$ cat src/rtl/sha2_sigma_cfu.sv
// sha2_sigma_cfu: SHA-256/SHA-512 sigma-function unit. Selects one of four sigma functions per
// request, delays the result through a fixed-latency pipeline and returns it in order from a
// response FIFO. A credit counter reserves one FIFO slot for every in-flight request.
module sha2_sigma_cfu #(
   parameter int unsigned DATA_WIDTH = 32,  // 32 = SHA-256, 64 = SHA-512
   parameter int unsigned LATENCY    = 1,   // 1..4
   parameter int unsigned FIFO_DEPTH = 4,   // power of two, >= LATENCY
   parameter int unsigned ID_WIDTH   = 8,
   parameter int unsigned FUNC_WIDTH = 7
) (
   input  logic                  clk,
   input  logic                  rst,
   input  logic                  i_req_valid,
   output logic                  o_req_ready,
   input  logic [ID_WIDTH-1:0]   i_req_id,
   input  logic [FUNC_WIDTH-1:0] i_req_function_id,
   input  logic [DATA_WIDTH-1:0] i_req_data0,
   output logic                  o_resp_valid,
   input  logic                  i_resp_ready,
   output logic [ID_WIDTH-1:0]   o_resp_id,
   output logic                  o_resp_status,
   output logic [DATA_WIDTH-1:0] o_resp_data
);

   localparam bit          IS512 = (DATA_WIDTH == 64);
   localparam int unsigned PW    = (FIFO_DEPTH > 1) ? $clog2(FIFO_DEPTH) : 1;
   localparam int unsigned CW    = $clog2(FIFO_DEPTH + 1);
   localparam logic [CW-1:0] DEPTH_C = CW'(FIFO_DEPTH);

   // Rotate / shift amounts for each function, chosen by word size
   localparam int unsigned S0_A = IS512 ? 1  : 7;
   localparam int unsigned S0_B = IS512 ? 8  : 18;
   localparam int unsigned S0_S = IS512 ? 7  : 3;
   localparam int unsigned S1_A = IS512 ? 19 : 17;
   localparam int unsigned S1_B = IS512 ? 61 : 19;
   localparam int unsigned S1_S = IS512 ? 6  : 10;
   localparam int unsigned B0_A = IS512 ? 28 : 2;
   localparam int unsigned B0_B = IS512 ? 34 : 13;
   localparam int unsigned B0_C = IS512 ? 39 : 22;
   localparam int unsigned B1_A = IS512 ? 14 : 6;
   localparam int unsigned B1_B = IS512 ? 18 : 11;
   localparam int unsigned B1_C = IS512 ? 41 : 25;

   function automatic logic [DATA_WIDTH-1:0] ror(input logic [DATA_WIDTH-1:0] x,
                                                 input int unsigned n);
      return (x >> n) | (x << (DATA_WIDTH - n));
   endfunction

   function automatic logic [PW-1:0] ptr_inc(input logic [PW-1:0] p);
      return (p == PW'(FIFO_DEPTH - 1)) ? '0 : p + PW'(1);
   endfunction

   logic                  w_accept;
   logic                  w_pop;
   logic                  w_illegal;
   logic [DATA_WIDTH-1:0] w_sigma;
   logic [DATA_WIDTH-1:0] w_res_data;

   logic                  w_wr_valid;
   logic [ID_WIDTH-1:0]   w_wr_id;
   logic                  w_wr_status;
   logic [DATA_WIDTH-1:0] w_wr_data;

   logic [PW-1:0]         r_wptr;
   logic [PW-1:0]         r_rptr;
   logic [CW-1:0]         r_cnt;
   logic [CW-1:0]         r_used;

   logic [ID_WIDTH-1:0]   r_mem_id   [FIFO_DEPTH];
   logic                  r_mem_sts  [FIFO_DEPTH];
   logic [DATA_WIDTH-1:0] r_mem_data [FIFO_DEPTH];

   assign o_req_ready = (r_used < DEPTH_C);
   assign w_accept    = i_req_valid & o_req_ready;
   assign o_resp_valid = (r_cnt != '0);
   assign w_pop       = o_resp_valid & i_resp_ready;

   // Sigma function of the request operand; illegal codes yield zero data
   always_comb begin
      w_illegal = |(i_req_function_id >> 2);
      w_sigma   = '0;
      unique case (i_req_function_id[1:0])
         2'd0: w_sigma = ror(i_req_data0, S0_A) ^ ror(i_req_data0, S0_B) ^ (i_req_data0 >> S0_S);
         2'd1: w_sigma = ror(i_req_data0, S1_A) ^ ror(i_req_data0, S1_B) ^ (i_req_data0 >> S1_S);
         2'd2: w_sigma = ror(i_req_data0, B0_A) ^ ror(i_req_data0, B0_B) ^ ror(i_req_data0, B0_C);
         2'd3: w_sigma = ror(i_req_data0, B1_A) ^ ror(i_req_data0, B1_B) ^ ror(i_req_data0, B1_C);
      endcase
      w_res_data = w_illegal ? '0 : w_sigma;
   end

   // The FIFO write is the last register stage, so LATENCY-1 stages sit in front of it
   generate
      if (LATENCY == 1) begin : g_direct
         assign w_wr_valid  = w_accept;
         assign w_wr_id     = i_req_id;
         assign w_wr_status = w_illegal;
         assign w_wr_data   = w_res_data;
      end else begin : g_pipe
         localparam int unsigned NS = LATENCY - 1;
         logic                  r_vld [NS];
         logic [ID_WIDTH-1:0]   r_id  [NS];
         logic                  r_sts [NS];
         logic [DATA_WIDTH-1:0] r_dat [NS];

         // Advance every stage each cycle; credits make stalling unnecessary
         always_ff @(posedge clk or posedge rst) begin
            if (rst) begin
               for (int i = 0; i < NS; i++) begin
                  r_vld[i] <= 1'b0;
                  r_id[i]  <= '0;
                  r_sts[i] <= 1'b0;
                  r_dat[i] <= '0;
               end
            end else begin
               r_vld[0] <= w_accept;
               r_id[0]  <= i_req_id;
               r_sts[0] <= w_illegal;
               r_dat[0] <= w_res_data;
               for (int i = 1; i < NS; i++) begin
                  r_vld[i] <= r_vld[i-1];
                  r_id[i]  <= r_id[i-1];
                  r_sts[i] <= r_sts[i-1];
                  r_dat[i] <= r_dat[i-1];
               end
            end
         end

         assign w_wr_valid  = r_vld[NS-1];
         assign w_wr_id     = r_id[NS-1];
         assign w_wr_status = r_sts[NS-1];
         assign w_wr_data   = r_dat[NS-1];
      end
   endgenerate

   // FIFO storage; a reserved slot always exists when the pipeline delivers
   always_ff @(posedge clk) begin
      if (w_wr_valid) begin
         r_mem_id[r_wptr]   <= w_wr_id;
         r_mem_sts[r_wptr]  <= w_wr_status;
         r_mem_data[r_wptr] <= w_wr_data;
      end
   end

   // Pointers, FIFO occupancy and the credit counter (in-flight + buffered)
   always_ff @(posedge clk or posedge rst) begin
      if (rst) begin
         r_wptr <= '0;
         r_rptr <= '0;
         r_cnt  <= '0;
         r_used <= '0;
      end else begin
         if (w_wr_valid) r_wptr <= ptr_inc(r_wptr);
         if (w_pop)      r_rptr <= ptr_inc(r_rptr);
         case ({w_wr_valid, w_pop})
            2'b10:   r_cnt <= r_cnt + CW'(1);
            2'b01:   r_cnt <= r_cnt - CW'(1);
            default: ;
         endcase
         case ({w_accept, w_pop})
            2'b10:   r_used <= r_used + CW'(1);
            2'b01:   r_used <= r_used - CW'(1);
            default: ;
         endcase
      end
   end

   // Head of FIFO, forced to zero while empty so reset leaves the outputs at zero
   assign o_resp_id     = o_resp_valid ? r_mem_id[r_rptr]   : '0;
   assign o_resp_status = o_resp_valid ? r_mem_sts[r_rptr]  : 1'b0;
   assign o_resp_data   = o_resp_valid ? r_mem_data[r_rptr] : '0;

endmodule

$ cat config.mk
export PLATFORM = sky130hd
export DESIGN_NAME = sha2_sigma_cfu
export DESIGN_NICKNAME = d
export VERILOG_FILES = /design/src/rtl/sha2_sigma_cfu.sv
export SDC_FILE = /design/constraint.sdc
export NUM_CORES = 1
export LEC_CHECK = 0
export CAP_MARGIN = 20
export CORE_MARGIN = 3
export CORE_UTILIZATION = 40
export DETAILED_ROUTE_END_ITERATION = 7
export PLACE_DENSITY_LB_ADDON = 0.25
export SLEW_MARGIN = 0
export SYNTH_ARGS = -nofsm -noshare
export SYNTH_HDL_FRONTEND = slang
export SYNTH_SLANG_ARGS = --single-unit
$ cat constraint.sdc
create_clock -name clk -period 3.63 [get_ports clk]
set_input_delay 0.5445 -clock clk [delete_from_list [all_inputs] [get_ports clk]]
set_output_delay 0.5445 -clock clk [all_outputs]
set_load 0.005 [all_outputs]
==> impl_metrics.py <==
metrics = {
    "status": {
        "status": "finished clean",
    },
    "layout": {
        "fin_nets": 826,
        "syn2layout_area_growth_pct": 17.63,
        "drive_above_1_share": 0.1990,
        "stdcell_area_mm2": 0.01185,
        "fin_cells": 1103,
        "finish.utilization": 0.4830,
        "antenna_cells": 0,
    },
    "cts": {
        "cts_sinks": 174,
        "cts-buffers-inserted": 17,
        "cts_tree": "yes",
        "h-tree-depth": 4,
        "cts_root_buffer": "clkbuf_16",
        "holdBufCountCts": 0,
        "clk_pin_slew_worst_paths_ps": 70,
        "post_cts.repair.setup_buffers": 0,
        "insertion_delay_ps": 420,
        "cts-resized-gates": 0,
        "clock_path_buffers": 2,
    },
    "sta": {
        "period_minus_slack_ps": 3110,
        "skew_ps": 6.165,
        "worstMarginPinSlew_ps": 955.7,
        "grt_setup_unrepaired": "no",
        "max_freq_mhz": 321.6,
        "finalCritPeriodShare": 0.8567,
        "layout_setup_ws_ps": 520.2,
        "timing.hold.ws_ps": 425.2,
        "slew_headroom": 0.3608,
        "finalSetupViolCount": 0,
        "hold_viol_final": 0,
        "final_max_slew_viol_count": 0,
        "setup_tns_ps": 0,
    },
    "die": {
        "die_x_um": 164.7,
        "design.die.area_mm2": 0.02712,
        "ios": 94,
        "start_util": 0.4106,
        "core_mm2": 0.02453,
        "chipHeight_um": 164.7,
        "fp-row-count": 57,
    },
    "run": {
        "drv_cap": 0,
    },
    "synthesis": {
        "synth-edff-count": 164,
        "ys_types": 31,
        "syn-cell-area_mm2": 0.01007,
        "syn_area_per_cell_um2": 14.77,
        "synth_top_family_by_area": "XOR/XNOR gates",
        "synth_seq_area_share": 0.5137,
        "netlist_instances": 682,
        "ys_ff_latch": 174,
        "synthTopCellsByArea": "edfxtp_1 49%, xnor2_1 15%, mux4_2 9.2%, and2_1 2.9%, xor2_1 2.8%",
        "synth_most_common_cell": "xnor2_1",
        "synth_fp_nets": 742,
        "yosys_most_used_dff": "edfxtp_1",
        "async_flop_share": 0.05747,
        "synth_compound_area_frac": 0.08695,
        "synth_top_area_cell": "edfxtp_1",
        "yosys_warnings": 0,
        "yosys.area_share.simple": 0.03528,
        "netlist.area_leader.share": 0.4889,
        "synth_fa_ha_area_frac": 0.01118,
        "synthMuxAreaShare": 0.09502,
        "synth_commonest_cells": "171 x xnor2_1, 164 x edfxtp_1, 46 x and2_1, 41 x mux4_2, 32 x xor2_1",
        "synth_xor_area_frac": 0.2079,
    },
    "route": {
        "dr.first_iter.drc_count": 516,
        "routed_via_density": 5.484,
        "wl_per_cell_um": 22.74,
        "drc": 0,
        "num_vias": 6049,
        "antenna_left": 0,
        "drt_pass1_iterations": 4,
        "drt_wl_total_mm": 25.09,
    },
    "placed_design": {
        "dpl.hpwl_mm": 16.95,
        "place_area_mm2": 0.01128,
        "post-place-ws_ps": 353.5,
        "gp_congestion": 0.9255,
        "port_buffers": 93,
        "dp_cells": 1071,
    },
    "setup_path": {
        "arrival_ps": 2570,
        "worstSetupPathType": "flop to output pin",
        "cp_top_family": "buffers and inverters",
        "cpPeakStageDelay_ps": 670,
        "crit_chain": "buf_12, mux4_2, and2_1, clkdlybuf4s50_1",
        "crit_slowest_cell": "dfrtp_2",
        "cp_max_fo": 19,
        "endpoint_kind": "output pin",
        "cp.buffers_inverters": 2,
        "critPathLaunchType": "flop",
        "cp.required_ps": 3090,
    },
    "global_route": {
        "grt_max_degree": 43,
        "grt_pass1_wl_mm": 38.82,
        "antenna_found_initial": 0,
        "grt_pass1_vias": 6307,
        "grt_overflow": 0,
        "grt_use_total": 0.1917,
    },
    "pwr": {
        "internal-power_mw": 5.210,
        "power_frac_clock": 0.231,
        "combPwrFrac": 0.404,
        "pwr_density_cell_mw_per_mm2": 627.6,
        "finalPower_mw": 7.436,
        "power.switching_mw": 2.226,
        "power.leakage_nw": 3.802,
        "swShare": 0.2994,
        "irDropWorstVdd_mv": 0.3486,
        "p_seq_frac": 0.365,
    },
    "hold_path": {
        "hold_class": "input port to async pin",
    },
}
-- sequential cells by signal, summed over array words and instances (netlist names) --
name and flops:
r_mem_sts 4, r_rptr 2, r_mem_id 32, r_wptr 2, r_cnt 3, r_mem_data 128
r_used 3
-- layer usage --
metal	track usage	wire length (µm)	vias to the layer above
met1	0.2767	11560	3156
met3	0.02583	1149	43
met4	0.05337	529	0
li1	-	-	2657
met5	0	0	-
met2	0.3056	11850	193
-- power by group through the flow --
| stage | clock (mW) | combinational, mW | sequential, mW |
|---|---|---|---|
| 2_1_floorplan | 0 | 1.86 | 2.67 |
| 3_3_place_gp | 0 | 3.04 | 2.74 |
| 3_5_place_dp | 0 | 3.06 | 2.76 |
| 4_1_cts | 1.76 | 3.07 | 2.72 |
| 5_1_grt | 1.84 | 3.28 | 2.75 |
| 6_report | 1.72 | 3.01 | 2.71 |
-- final cells by class --
| type | instances | area (µm²) |
|---|---|---|
| fill | 2123 | 12680 |
| timing repair buffer | 133 | 1269 |
| inverter | 7 | 26.28 |
| sequential | 174 | 5176 |
| clock buffer | 19 | 432.9 |
| multi-input combinational | 433 | 4403 |
| tap | 324 | 405.4 |
| clock inverter | 13 | 136.4 |
-- cell families after synthesis --
kind of cell / count (synthesis)
AOI/OAI and AO/OA: 101
xor gates and xnor gates: 219
adders and majority gates: 9
buffers and inverters: 75
DFF: 174
muxes: 44
and+or+nand+nor: 60
-- placed cells by master, fill, tap and decap left out, types with 2 or more instances in the layout --
| cell | n |
|---|---|
| a21o_1 | 21 |
| inv_1 | 7 |
| or3_1 | 2 |
| a211oi_1 | 10 |
| nor2_1 | 3 |
| xor2_4 | 5 |
| clkinv_4 | 3 |
| o21bai_1 | 2 |
| mux4_2 | 41 |
| a221oi_2 | 18 |
| xor2_2 | 9 |
| xnor2_1 | 171 |
| o21ai_0 | 2 |
| edfxtp_1 | 164 |
| buf_12 | 3 |
| nor3_1 | 2 |
| and2_1 | 42 |
| nor2_2 | 2 |
| and2_2 | 4 |
| dfrtp_1 | 9 |
| a221oi_1 | 14 |
| buf_4 | 37 |
| clkbuf_16 | 17 |
| nor2b_1 | 2 |
| nand2_1 | 3 |
| inv_8 | 6 |
| mux2_2 | 3 |
| xor2_1 | 32 |
| xnor2_2 | 2 |
| clkdlybuf4s50_1 | 93 |
| inv_6 | 3 |
| ha_1 | 9 |
| clkbuf_1 | 2 |
| a21oi_1 | 12 |
| a22oi_1 | 22 |
-- worst paths after layout --
| kind | startpoint | endpoint | slack (ps) | depth (start not counted) |
|---|---|---|---|---|
| max in group asynchronous | rst | r_rptr[0] | 2890 | 2 |
| worst min-delay path | rst | r_wptr[0] | 430 | 2 |
| min in group clk | r_used[0] | r_used[0] | 480 | 1 |
| worst max-delay path | r_rptr[0] | o_resp_data[8] | 520 | 4 |
| worst max register to register | r_cnt[0] | r_cnt[2] | 1310 | 10 |
| worst min register to register | r_used[0] | r_used[0] | 480 | 1 |
No activity file was read; power rests on OpenSTA's default activity.
